<file path="src/rtl/ram_arb_pkg.sv">
// Shared constants and helpers for the round-robin RAM port arbiter.
package ram_arb_pkg;

  localparam int unsigned NUM_REQ_DEF    = 4;
  localparam int unsigned DATA_WIDTH_DEF = 8;
  localparam int unsigned ADDR_WIDTH_DEF = 8;
  localparam int unsigned NUM_REQ_MIN    = 2;
  localparam int unsigned NUM_REQ_MAX    = 8;

  // Width of a requester index; never below 1 so vectors stay legal.
  function automatic int unsigned id_width(input int unsigned n);
    return (n > 1) ? $clog2(n) : 1;
  endfunction

endpackage

</file>
<file path="src/rtl/rr_priority_picker.sv">
// Combinational round-robin picker: first asserted req at or after rr_ptr wins.
module rr_priority_picker
  import ram_arb_pkg::*;
#(
  parameter int unsigned NUM_REQ = NUM_REQ_DEF,
  localparam int unsigned ID_W   = id_width(NUM_REQ)
) (
  input  logic [NUM_REQ-1:0] req,
  input  logic [ID_W-1:0]    rr_ptr,
  output logic [NUM_REQ-1:0] gnt
);

  localparam int unsigned IW = ID_W + 1;

  logic [IW-1:0] idx;
  logic          found;

  // Walk the requesters in rotated order; the wrap keeps idx below NUM_REQ.
  always_comb begin
    gnt   = '0;
    found = 1'b0;
    idx   = '0;
    for (int k = 0; k < int'(NUM_REQ); k++) begin
      idx = {1'b0, rr_ptr} + IW'(k);
      if (idx >= IW'(NUM_REQ)) begin
        idx = idx - IW'(NUM_REQ);
      end
      for (int j = 0; j < int'(NUM_REQ); j++) begin
        if (!found && (idx == IW'(j)) && req[j]) begin
          gnt[j] = 1'b1;
          found  = 1'b1;
        end
      end
    end
  end

endmodule

</file>
<file path="src/rtl/ram_port_arbiter.sv">
// Round-robin arbiter sharing one single-port RAM between NUM_REQ requesters.
module ram_port_arbiter
  import ram_arb_pkg::*;
#(
  parameter int unsigned NUM_REQ    = NUM_REQ_DEF,
  parameter int unsigned DATA_WIDTH = DATA_WIDTH_DEF,
  parameter int unsigned ADDR_WIDTH = ADDR_WIDTH_DEF
) (
  input  logic                          clk,
  input  logic                          rst_n,
  input  logic [NUM_REQ-1:0]            req,
  input  logic [NUM_REQ-1:0]            req_we,
  input  logic [NUM_REQ*ADDR_WIDTH-1:0] req_addr,
  input  logic [NUM_REQ*DATA_WIDTH-1:0] req_wdata,
  output logic [NUM_REQ-1:0]            gnt,
  output logic [NUM_REQ-1:0]            rvalid,
  output logic [DATA_WIDTH-1:0]         rdata,
  output logic [ADDR_WIDTH-1:0]         ram_addr,
  output logic [DATA_WIDTH-1:0]         ram_wdata,
  output logic                          ram_we,
  input  logic [DATA_WIDTH-1:0]         ram_q
);

  localparam int unsigned ID_W = id_width(NUM_REQ);

  logic [ID_W-1:0]       rr_ptr_q, rr_ptr_d;
  logic                  rd_pend_q, rd_pend_d;
  logic [ID_W-1:0]       rd_id_q, rd_id_d;
  logic [NUM_REQ-1:0]    pick;
  logic                  any_gnt;
  logic [ID_W-1:0]       win_id;
  logic                  win_we;
  logic [ADDR_WIDTH-1:0] win_addr;
  logic [DATA_WIDTH-1:0] win_wdata;

  rr_priority_picker #(
    .NUM_REQ(NUM_REQ)
  ) u_picker (
    .req    (req),
    .rr_ptr (rr_ptr_q),
    .gnt    (pick)
  );

  // No grant may escape while reset is held, whatever the requesters do.
  assign gnt     = rst_n ? pick : '0;
  assign any_gnt = |gnt;

  // One-hot grant to winner index and its request payload.
  always_comb begin
    win_id    = '0;
    win_we    = 1'b0;
    win_addr  = '0;
    win_wdata = '0;
    for (int i = 0; i < int'(NUM_REQ); i++) begin
      if (gnt[i]) begin
        win_id    = ID_W'(i);
        win_we    = req_we[i];
        win_addr  = req_addr[i*ADDR_WIDTH +: ADDR_WIDTH];
        win_wdata = req_wdata[i*DATA_WIDTH +: DATA_WIDTH];
      end
    end
  end

  // RAM port is driven only on a grant; idle presents zeros.
  assign ram_we    = any_gnt & win_we;
  assign ram_addr  = any_gnt ? win_addr  : '0;
  assign ram_wdata = any_gnt ? win_wdata : '0;

  // Pointer advance and read-pipeline bookkeeping.
  always_comb begin
    rr_ptr_d  = rr_ptr_q;
    rd_pend_d = 1'b0;
    rd_id_d   = rd_id_q;
    if (any_gnt) begin
      rr_ptr_d = (win_id == ID_W'(NUM_REQ - 1)) ? '0 : win_id + ID_W'(1);
      if (!win_we) begin
        rd_pend_d = 1'b1;
        rd_id_d   = win_id;
      end
    end
  end

  always_ff @(posedge clk or negedge rst_n) begin
    if (!rst_n) begin
      rr_ptr_q  <= '0;
      rd_pend_q <= 1'b0;
      rd_id_q   <= '0;
    end else begin
      rr_ptr_q  <= rr_ptr_d;
      rd_pend_q <= rd_pend_d;
      rd_id_q   <= rd_id_d;
    end
  end

  // RAM q is already registered, so the return path is a qualified pass-through.
  always_comb begin
    rvalid = '0;
    for (int i = 0; i < int'(NUM_REQ); i++) begin
      rvalid[i] = rd_pend_q && (rd_id_q == ID_W'(i));
    end
  end

  assign rdata = rd_pend_q ? ram_q : '0;

endmodule

</file>
<file path="config.mk">
export PLATFORM = sky130hd
export DESIGN_NAME = ram_port_arbiter
export DESIGN_NICKNAME = d
export VERILOG_FILES = /design/src/rtl/ram_arb_pkg.sv /design/src/rtl/rr_priority_picker.sv /design/src/rtl/ram_port_arbiter.sv
export SDC_FILE = /design/constraint.sdc
export NUM_CORES = 1
export LEC_CHECK = 0
export BUFFER_PORTS_ARGS = -buffer_cell sky130_fd_sc_hd__buf_2
export CORE_ASPECT_RATIO = 1.4
export CORE_UTILIZATION = 31
export DETAILED_ROUTE_END_ITERATION = 10
export PLACE_DENSITY = 0.77
export SETUP_SLACK_MARGIN = 0.15
export SLEW_MARGIN = 20
export SYNTH_ARGS = -nofsm -noshare
export SYNTH_HDL_FRONTEND = slang
export SYNTH_HIERARCHICAL = 1
export SYNTH_SLANG_ARGS = --single-unit
</file>
<file path="constraint.sdc">
create_clock -name clk -period 1.9 [get_ports clk]
set_clock_uncertainty 0.1 [all_clocks]
set_input_delay 0.285 -clock clk [delete_from_list [all_inputs] [get_ports clk]]
set_output_delay 0.285 -clock clk [all_outputs]
set_load 0.01 [all_outputs]
</file>
==> results.tsv <==
stage	metric	value	unit
power_and_ir_drop	Sw Ratio	0.445	
grt	met1 Use GR	0.281	
grt	vias in the first global route	1660	
synth	synthesized area	996	µm²
setup_path	critical path required time	1.51	ns
synth	Syn Inst Count	156	
synth	Synthesized Nets	238	
timing	final-report hold violation count	0	
routing	Routed WL	4.96	mm
synth	ys async rst share	1.00	
placed_design	port bufs	114	
power_and_ir_drop	overall power	2.47	mW
floorplan	# IOs	115	
setup_path	critical path class	reg2out	
synth	ys flop type	dfrtp_1	
layout	Area Growth Syn to Fin	130	%
power_and_ir_drop	Power Dens Cells	1070	mW/mm²
setup_path	crit-path cells	inv_2 > nor2_2 > o31a_1 > buf_6 > buf_8 > a221oi_2 > a21oi_1 > a22o_1 > buf_2	
timing	unrepaired setup endpoints after global routing	yes	
setup_path	CP peak stage delay	0.45	ns
power_and_ir_drop	Psw	1.10	mW
layout	Nets	384	
grt	initial antenna violation count	0	
timing	Final setup viols	24	
clocking	H-tree Lvls	1	
clocking	CTS sink cnt	5	
placed_design	GPL Wtd Cong	0.796	
floorplan	num rows	24	
synth	Yosys reg bits	5	
timing	Tcrit/Tclk final	1.27	
clocking	CTS Buf Count	3	
setup_path	Buf/Inv on CP	4	
setup_path	Critical Path Fanout Max	7	
timing	worst slew pin tran	0.288	ns
clocking	worst-skew pair later-pin latency	0.23	ns
min_path	hold crit path type	in2reg	
routing	Avg WL per Cell	14.6	µm
layout	share of layout cells above drive strength 1	0.724	
clocking	TritonCTS clock tree	done	
placed_design	total placed cells including tap cells	318	
setup_path	crit end category	output port	
routing	vias per cell	5.19	
grt	largest net degree at the start of global routing	16	
floorplan	Die Span Y	69.1	µm
grt	first-pass GRT wire length	7.16	mm
power_and_ir_drop	sequential fraction of design power	0.102	
setup_path	Worst Setup Start Kind	flip-flop	
grt	grt met2 use	0.498	
setup_path	worst r2r path cells	11	
power_and_ir_drop	VDD IR-drop max	0.000800	V
clocking	clock-pin slew of the registers on the worst-case setup and hold paths	0.04	ns
outcome	status	complete, but fails checks	
grt	met3 usage	0.0486	
setup_path	critical path depth in cells	9	
grt	Total Routing Usage GR	0.259	
power_and_ir_drop	Clock power frac	0.083	
routing	drt drc	0	
power_and_ir_drop	Comb power frac	0.815	
min_path	hold depth	4	
setup_path	CP arrival	2.03	ns
timing	fmax	415	MHz
clocking	Root Driver	clkbuf_8	
timing	worst relative slew slack	0.808	
timing	Slew Limit Fails	0	
grt	gr ovfl total	0	
outcome	failing checks	setup timing	
routing	Vias	1765	
synth	Yosys warnings	6	
floorplan	die width	49.9	µm
setup_path	CP max-delay cell	dfrtp_2	
routing	DR pass1 iterations	4	
power_and_ir_drop	Leak	1.18	nW
setup_path	Top Family by Delay on Critical Path	compound AO/OA/AOI/OAI gates	
synth	EDFF count, synth	0	
layout	Layout Cells excl Fill	340	
floorplan	Core Region	0.00309	mm²
synth	Synth Area per Inst	6.38	µm²
grt	gr busiest metal	met2	
clocking	deepest clock path buffer count	2	
routing	antenna viol nets, final	0	
layout	n_diodes	0	
floorplan	die area	0.00345	mm²
routing	DR iter-0 viols	47	
floorplan	initial core utilization	0.322	
run	Max Cap Violations	0	
timing	minimum clock period	2.41	ns
power_and_ir_drop	internal power	1.37	mW
setup_path	r2r setup slk	-0.28	ns
synth	Seq/Total Area, Yosys	0.126	
timing	Setup WS post-layout	-0.511	ns
synth	Cell variety after synth	37	
placed_design	post-DP HPWL	3.28	mm
stage by stage:
step	hold WS, ns	worst slack (ns)	area [µm²]	utilization	setup TNS (ns)
3_5_place_dp	0.139	-0.274	1840	0.595	-4.50
2_1_floorplan	-0.111	-0.119	1110	-	-1.46
6_report	0.398	-0.511	2290	0.742	-9.83
4_1_cts	0.396	-0.466	2080	0.674	-8.30
3_3_place_gp	0.135	-0.240	1840	0.595	-3.75
5_1_grt	0.413	-0.597	2290	0.742	-11.12
cells in the mapped netlist (3+ instances only):
cell | instances | area share
and2_1 | 13 | 0.082
a21oi_1 | 17 | 0.085
a221oi_1 | 4 | 0.035
clkbuf_1 | 3 | 0.011
o21ai_0 | 18 | 0.090
nor2_1 | 19 | 0.072
o31ai_1 | 12 | 0.090
nand2_1 | 16 | 0.060
buf_2 | 6 | 0.030
inv_1 | 8 | 0.030
a22o_1 | 4 | 0.035
dfrtp_1 | 5 | 0.13
cell families after synthesis:
kind of cell           share of synthesized area
buffers and inverters                      0.102
and+or+nand+nor                            0.333
DFF                                        0.126
AOI/OAI and AO/OA                          0.440
registers in the layout, summed over array words and instances, names as in the netlist:
| signal | count |
|---|---|
| rd_id_q | 2 |
| rr_ptr_q | 2 |
| rd_pend_q | 1 |
repair_timing:
| action | CTS | global route |
|---|---|---|
| pin swaps | 8 | 7 |
| gates resized for setup | 34 | 30 |
| hold buffers | 2 | 0 |
| setup endpoints to repair | 26 | 26 |
| buffers inserted | 7 | 6 |
| hold endpoints to repair | 5 | 0 |
| cloned | 1 | 2 |
routing by layer:
metal | routed length [µm] | part of all wire
met5 | 0 | 0
met4 | 42 | 0.0085
met3 | 240 | 0.048
met2 | 2760 | 0.56
met1 | 1920 | 0.39
final timing paths:
| kind | start | to |
|---|---|---|
| max | rr_ptr_q[1] | ram_addr[6] |
| min | rst_n | rd_pend_q |
| max reg2reg | rr_ptr_q[1] | rd_id_q[0] |
| min reg2reg | rd_id_q[1] | rd_id_q[1] |
| max in group asynchronous | rst_n | rr_ptr_q[1] |
| min in group asynchronous | rst_n | rd_id_q[1] |
final cells by class:
cell class	count	area [µm²]
Clock buffer	4	45.0
Fill cell	264	800
Inverter	9	38.8
Multi-Input combinational cell	132	1070
Sequential cell	5	128
Tap cell	39	48.8
Timing Repair Buffer	151	963
layout by cell type, fill, tap and decap left out, types with 3 or more instances in the layout:
master,count
buf_2,112
buf_4,23
nand2_1,16
o21ai_0,15
o31ai_2,12
and2_1,11
nor2_2,10
nor2_1,8
buf_6,8
a21oi_1,7
a21oi_2,6
inv_1,6
nor2b_4,4
a21oi_4,4
a221oi_2,4
a22o_1,4
buf_12,4
o21ai_2,3
clkbuf_8,3
dfrtp_1,3
worst reg2reg max path, delay by kind of cell, from the launching register on:
| kind | cells | cell delay [ns] |
|---|---|---|
| AOI/OAI and AO/OA | 5 | 0.85 |
| buffers and inverters | 5 | 0.63 |
| DFF | 1 | 0.45 |
| and+or+nand+nor | 1 | 0.04 |
power groups by stage:
stage | clock network, mW | logic, mW | registers (mW)
2_1_floorplan | 0 | 0.905 | 0.220
3_3_place_gp | 0 | 1.39 | 0.244
3_5_place_dp | 0 | 1.42 | 0.251
4_1_cts | 0.206 | 1.70 | 0.251
5_1_grt | 0.214 | 2.14 | 0.264
6_report | 0.204 | 2.01 | 0.253
(Power assumes the default switching activity.)
